==> config.mk <==
export PLATFORM = sky130hd
export DESIGN_NAME = barrel_rshift_4
export DESIGN_NICKNAME = d
export VERILOG_FILES = /design/src/rtl/barrel_rshift_4.sv
export SDC_FILE = /design/constraint.sdc
export NUM_CORES = 1
export LEC_CHECK = 0
export BUFFER_PORTS_ARGS = -buffer_cell sky130_fd_sc_hd__buf_2
export CORE_AREA = 2 2 39 41
export CTS_CLUSTER_DIAMETER = 30
export DETAILED_ROUTE_END_ITERATION = 12
export DIE_AREA = 0 0 41 43
export PLACE_DENSITY = 0.37
export SYNTH_ARGS = -nofsm -noshare
export SYNTH_HDL_FRONTEND = slang
export SYNTH_SLANG_ARGS = --single-unit
==> constraint.sdc <==
create_clock -name clk -period 1.95 [get_ports clk]
set_clock_uncertainty 0.15 [all_clocks]
set_input_delay 0.39 -clock clk [delete_from_list [all_inputs] [get_ports clk]]
set_output_delay 0.39 -clock clk [all_outputs]
set_load 0.01 [all_outputs]
==> src/rtl/barrel_rshift_4.sv <==
// Registered 4-bit logical right barrel shifter (zero fill), two log stages then one register.
// Latency 1 cycle, one result per cycle; no enable or backpressure, every edge captures new input.
module barrel_rshift_4 (
   input  logic       clk,
   input  logic       rst,
   input  logic [3:0] data,
   input  logic [1:0] sel,
   output logic [3:0] out
);

   logic [3:0] stage_a;
   logic [3:0] stage_b;

   // Stage A: shift by one when sel[0] is set; constant zero enters at the MSB.
   always_comb begin
      stage_a[3] = sel[0] ? 1'b0    : data[3];
      stage_a[2] = sel[0] ? data[3] : data[2];
      stage_a[1] = sel[0] ? data[2] : data[1];
      stage_a[0] = sel[0] ? data[1] : data[0];
   end

   // Stage B: shift the stage A result by two when sel[1] is set.
   always_comb begin
      stage_b[3] = sel[1] ? 1'b0       : stage_a[3];
      stage_b[2] = sel[1] ? 1'b0       : stage_a[2];
      stage_b[1] = sel[1] ? stage_a[3] : stage_a[1];
      stage_b[0] = sel[1] ? stage_a[2] : stage_a[0];
   end

   always_ff @(posedge clk) begin
      if (rst) begin
         out <= 4'b0000;
      end else begin
         out <= stage_b;
      end
   end

endmodule

==> summary.txt, run 1 <==
most frequent cells in the layout: 11 x buf_2, 4 x dfxtp_1, 3 x clkbuf_4, 2 x nor2_1, 2 x mux2_4
Slew @ Worst Pin: 0.3566 ns
Root Buffer: clkbuf_4
area delta synth->final: 58.65%
post-route ant nets: 0
Top Family by Delay on Critical Path: flip-flops
vias in the first global route: 165
post-synthesis sequential area ratio: 48.12%
share of the synthesized area in the top cell type: 48.12%
die height: 43 um
critical path fanouts, max: 1
die area: 1763 sq um
Post-Syn Nets: 22
port buffer count: 11
slew margin rel.: 75.89%
Nets: 38
DRC Markers: 0
worst hold slack: 0.2594 ns
Final Cycle Share: 60.85%
Max Fclk: 842.7 MHz
min setup slack post-route: 0.7633 ns
post-cts hold buffer count: 0
RSZ-0062 raised after global routing: no
Final Hold Viols: 0
VDD IR-drop max: 0.0001389 V
boundary pin count: 12
hold_sp: rst
post-synth top area cell: dfxtp_1
post-DR vias/cell: 3.932
Syn. warnings: 0
routed wire length: 415 um
Avg Inst Size Synth: 11.89 sq um
hold path endpoint: out[2]
num rows: 14
initial DRC count: 0
Final min period: 1.187 ns
met3 WL: 70 um
ANT cells: 0
initial antenna violation count: 0
first drt pass iteration count: 1
CP max stage cell: dfxtp_1
count of different cell masters after synthesis: 9
Critical Path AT: 0.65 ns
leakage power: 0.0001308 uW
Worst path max stage delay: 0.28 ns
Mapped Area: 166.4 sq um
GR Overflow Total: 0
CP Depth: 1
Worst Hold Depth: 2
WL/cell: 9.432 um
most common cell after layout, fill and taps aside: buf_2
gr usage total: 6.319%
Clock Path Buffers: 2
Regs by FF count: out x4
status: finished clean
fin util: 19.08%
metal2 WL: 177 um
PwrDens: 843.1 nW/um^2
element type at the critical path start: flip-flop
worst path cell trace: buf_2
Largest register FFs: 4
final setup TNS: 0 ns
gpl congestion: 0.5661
postcts setup bufs: 0
Crit path required time: 1.41 ns
endpoints failing setup: 0
Post-CTS Resized: 0
pins over their slew limit: 0
core area: 1384 sq um
Hold WC Path Type: input pin to flip-flop
dominant cells by area after synthesis: dfxtp_1 48%, mux2_4 18%, a32o_1 6.0%
clock sinks: 4
first-pass GRT wire length: 641 um
vias: 173
Design Power: 222.6 uW
share of layout cells above drive strength 1: 57.14%
met1 wire length: 152 um
Max-Cap Viols: 0
initial core utilization: 12.03%
fill count: 156
top routing layer in use: met4
CTS Buf Count: 3
Crit Path Class: flip-flop to output pin
htree depth: 1
CTS clock-pin slew for the worst setup and hold paths: 0.04 ns
Bufs and invs on worst path: 1
die width: 41 um
post-place setup slack: 0.6108 ns
most flop-heavy register: out
Synth Instances: 14
CTS tree: built
Worst setup EP type: output pin
pin count of the biggest net entering global routing: 6
#FFs+latches synth: 4
routing by layer:
layer,GRT usage (%),up-vias
met5,0,-
met4,10.00,0
met3,1.571,2
met2,8.438,14
met1,5.769,76
li1,-,81
cell families (layout without fill, tap and decap cells):
family / after synthesis / count (layout) / synth area share, %
multiplexers: 3 / 3 / 24.06
buffers and inverters: 0 / 14 / 0
AO/OA/AOI/OAI: 2 / 2 / 11.28
flip-flops: 4 / 4 / 48.12
AND/OR/NAND/NOR: 5 / 5 / 16.54
how the worst max path moves through the flow:
stage	from	end	slack [ns]
CTS	out[2]	out[2]	0.75
finish	out[1]	out[1]	0.76
detailed placement	sel[1]	out[0]	0.61
floorplan	sel[1]	out[0]	0.81
global placement	sel[1]	out[0]	0.63
global route	out[2]	out[2]	0.74
cells in the mapped netlist:
cell and number:
nor2_1 2, nor2b_1 1, a32o_1 1, mux2_4 2
mux2i_1 1, dfxtp_1 4, a22o_1 1, nor3_1 1
nor4b_1 1
final cells by class:
cell class,count,area (sq um),share of cell area (%)
Multi-Input combinational cell,10,86.33,32.70
Sequential cell,4,80.08,30.33
Timing Repair Buffer,11,55.05,20.85
Clock buffer,3,22.52,8.531
Tap cell,16,20.02,7.583
through the flow:
step,instance area [sq um],cells
finish,264.0,44
CTS,264.0,44
global route,264.0,44
floorplan,166.4,14
global placement,241.5,41
detailed placement,241.5,41
report_power, final:
part / switching (uW) / total, uW / internal (uW)
Combinational: 15.2 / 33.0 / 17.8
Sequential: 0.781 / 87.6 / 86.8
Clock: 33.2 / 102 / 68.8
Total: 49.1 / 223 / 173
No activity file was read; power rests on OpenSTA's default activity.
==> run 2: changes to the inputs <==
ABC_AREA = 1   (was unset)
PLACE_DENSITY = 0.4   (was 0.37)
clock period = 1 ns   (was 1.95 ns; I/O delays follow)
==> run 2 against run 1 <==
Against the previous run: design area rose by 12%; die area unchanged; global-route usage down 0.10 points; synthesized area increased by 14%; flip-flop and latch count did not move; final cell count rose by 34%; worst hold slack lost 0.19 ns; sequential power up 95%; count of clock-buffer cells in the layout did not move; largest power group unchanged.
==> summary.txt, run 2 <==
status: finished clean (unchanged)
first-pass GRT wire length: 662 um (was 641 um)
PwrDens: 1449 nW/um^2 (was 843.1 nW/um^2)
initial core utilization: 13.74% (was 12.03%)
number of flops mapped to enable cells by yosys: 0 (unchanged)
CTS tree: built (unchanged)
top-count cell post-synth: nand2_1 (was dfxtp_1)
most flop-heavy register: out (unchanged)
boundary pin count: 12 (unchanged)
Worst path max stage delay: 0.30 ns (was 0.28 ns)
Synth Area in Compound Gates: 2.632% (was 11.28%)
RSZ-0062 raised after global routing: yes (was no)
CTS Buf Count: 3 (unchanged)
Post-DP HPWL: 336.3 um
clock sinks: 4 (unchanged)
count of different cell masters after synthesis: 10 (was 9)
initial antenna violation count: 0 (unchanged)
Sequential Power Share: 40.1% (was 39.4%)
post-synthesis sequential area ratio: 42.11% (was 48.12%)
CP max stage cell: dfxtp_2 (was dfxtp_1)
gr usage total: 6.219% (was 6.319%)
fin util: 21.34% (was 19.08%)
Worst setup EP type: output pin (unchanged)
vias: 195 (was 173)
met1 usage: 8.013% (was 5.769%)
most frequent cells in the layout: 10 x nand2_1, 10 x buf_2, 6 x inv_1, 3 x clkbuf_4, 3 x dfxtp_1 (was 11 x buf_2, 4 x dfxtp_1, 3 x clkbuf_4, 2 x nor2_1, 2 x mux2_4)
mux cell area share after synthesis: 0% (was 24.06%)
Root Buffer: clkbuf_4 (unchanged)
dominant cells by area after synthesis: dfxtp_1 42%, nand2_1 20%, inv_1 12% (was dfxtp_1 48%, mux2_4 18%, a32o_1 6.0%)
min setup slack post-route: 0.008250 ns (was 0.7633 ns)
num rows: 14 (unchanged)
Synth Area in XOR/XNOR: 0% (unchanged)
Final Cycle Share: 99.17%
Simple-Gate Fraction of Synth Area: 41.45% (was 16.54%)
post-synth top area cell: dfxtp_1 (unchanged)
core area: 1384 sq um (unchanged)
element type at the critical path start: flip-flop (unchanged)
Crit Path Class: flip-flop to output pin (unchanged)
Pint: 332.1 uW (was 173.4 uW)
routed wire length: 399 um (was 415 um)
Max-Cap Viols: 0 (unchanged)
post-route ant nets: 0 (unchanged)
Seq. cell area: 81.33 sq um (was 80.08 sq um)
GR Util met3: 0.5236% (was 1.571%)
placed instance area: 265.3 sq um (was 241.5 sq um)
post-route cell area: 295.3 sq um (was 264.0 sq um)
worst setup path start: out[3] (was out[1])
met2 usage: 5.625% (was 8.438%)
Slew @ Worst Pin: 0.09859 ns (was 0.3566 ns)
largest family of logic cells by synthesized area: simple AND/OR/NAND/NOR gates (was multiplexers)
switching power: 95.83 uW (was 49.14 uW)
Final min period: 0.9917 ns
worst hold slack: 0.06867 ns (was 0.2594 ns)
Synth Instances: 29 (was 14)
Regs by FF count: out x4 (unchanged)
Nets: 53 (was 38)
Top Family by Delay on Critical Path: flip-flops (unchanged)
slew margin rel.: 93.40% (was 75.89%)
vias in the first global route: 189 (was 165)
combinational share of power: 15.1% (was 14.8%)
area delta synth->final: 55.26% (was 58.65%)
Hold WC Path Type: input pin to flip-flop (unchanged)
GR Overflow Total: 0 (unchanged)
hold_sp: data[3] (was rst)
die width: 41 um (unchanged)
ANT cells: 0 (unchanged)
endpoints failing setup: 0 (unchanged)
leakage power: 0.0001734 uW (was 0.0001308 uW)
DRC Markers: 0 (unchanged)
worst path cell trace: buf_6 (was buf_2)
post-cts hold buffer count: 0 (unchanged)
Avg Inst Size Synth: 6.558 sq um (was 11.89 sq um)
share of layout cells above drive strength 1: 41.86% (was 57.14%)
WL/cell: 6.763 um (was 9.432 um)
port buffer count: 11 (unchanged)
Mapped Area: 190.2 sq um (was 166.4 sq um)
htree depth: 1 (unchanged)
main flop type after synthesis: dfxtp_1 (unchanged)
fill count: 158 (was 156)
share of the synthesized area in the top cell type: 42.11% (was 48.12%)
die height: 43 um (unchanged)
Syn. warnings: 0 (unchanged)
critical path fanouts, max: 1 (unchanged)
VDD IR-drop max: 0.0002894 V (was 0.0001389 V)
clock share of power: 44.8% (was 45.8%)
Crit path required time: 0.65 ns (was 1.41 ns)
Post-Syn Nets: 37 (was 22)
Bufs and invs on worst path: 1 (unchanged)
Final Hold Viols: 0 (unchanged)
die area: 1763 sq um (unchanged)
Largest register FFs: 4 (unchanged)
pins over their slew limit: 0 (unchanged)
Sw Ratio: 22.39% (was 22.08%)
adder and majority gate portion of the synthesized area: 0% (unchanged)
synth cell count leaders: 10 x nand2_1, 6 x inv_1, 4 x dfxtp_1 (was 4 x dfxtp_1, 2 x mux2_4, 2 x nor2_1)
first drt pass iteration count: 1 (unchanged)
Max Fclk: 1008 MHz
Critical Path AT: 0.64 ns (was 0.65 ns)
GRT busiest layer: met4 (unchanged)
#FFs+latches synth: 4 (unchanged)
gpl congestion: 0.7400 (was 0.5661)
share of flip-flops with an asynchronous set or reset: 0% (unchanged)
post-DR vias/cell: 3.305 (was 3.932)
CTS clock-pin slew for the worst setup and hold paths: 0.04 ns (about the same)
area of the multi-input gates: 83.83 sq um (was 86.33 sq um)
Clock Path Buffers: 2 (unchanged)
pin count of the biggest net entering global routing: 6 (unchanged)
post-place setup slack: 0.1512 ns (was 0.6108 ns)
initial DRC count: 0 (unchanged)
run 2: cell count changes in the layout (fill, tap and decap cells not counted), moves of 2 or more:
cell,change
nand2_1,+10
inv_1,+6
mux2_4,-2
nand3_1,+2
run 2: final timing paths:
kind,endpoint,slack [ns],cells after the start
setup / recovery,out[3],0.008,1
hold / removal,out[3],0.07,3
run 2: routing by layer:
layer / vias up / wire length (um) / share of wire [%]
li1: 114 / - / -
met1: 66 / 195 / 49
met2: 13 / 127 / 32
met3: 2 / 53 / 13
met4: 0 / 22 / 5.5
met5: - / 0 / 0
run 2: what timing repair did:
item	4_1_cts	5_1_grt
hold endpoints to repair	0	0
setup endpoints to repair	4	4
setup buffers	0	0
cloned	0	0
resized for setup	0	2
run 2: through the flow:
stage / cells / TNS [ns] / power (uW)
after floorplan: 29 / 0 / 205.2
after global placement: 56 / 0 / 238.9
after detailed placement: 56 / 0 / 238.0
after CTS: 59 / -0.01766 / 442.6
after global routing: 59 / -0.06331 / 459.0
final: 59 / 0 / 428.0
run 2: power groups by stage:
| stage | combinational (uW) | clock (uW) | sequential, uW |
|---|---|---|---|
| after floorplan | 26.4 | 0 | 179 |
| after global placement | 65.5 | 0 | 173 |
| after detailed placement | 64.5 | 0 | 174 |
| after CTS | 64.5 | 207 | 171 |
| after global routing | 73.5 | 213 | 172 |
| final | 64.6 | 192 | 171 |
run 2: logic make-up after synthesis:
group           Yosys count
simple gates             17
buf+inv                   7
flops                     4
compound gates            1
run 2: area by class of cell:
cell class | count | area share [%]
timing repair buffer | 11 | 20.76
inverter | 7 | 8.898
clock buffer | 3 | 7.627
sequential | 4 | 27.54
multi-input combinational | 18 | 28.39
tap | 16 | 6.780
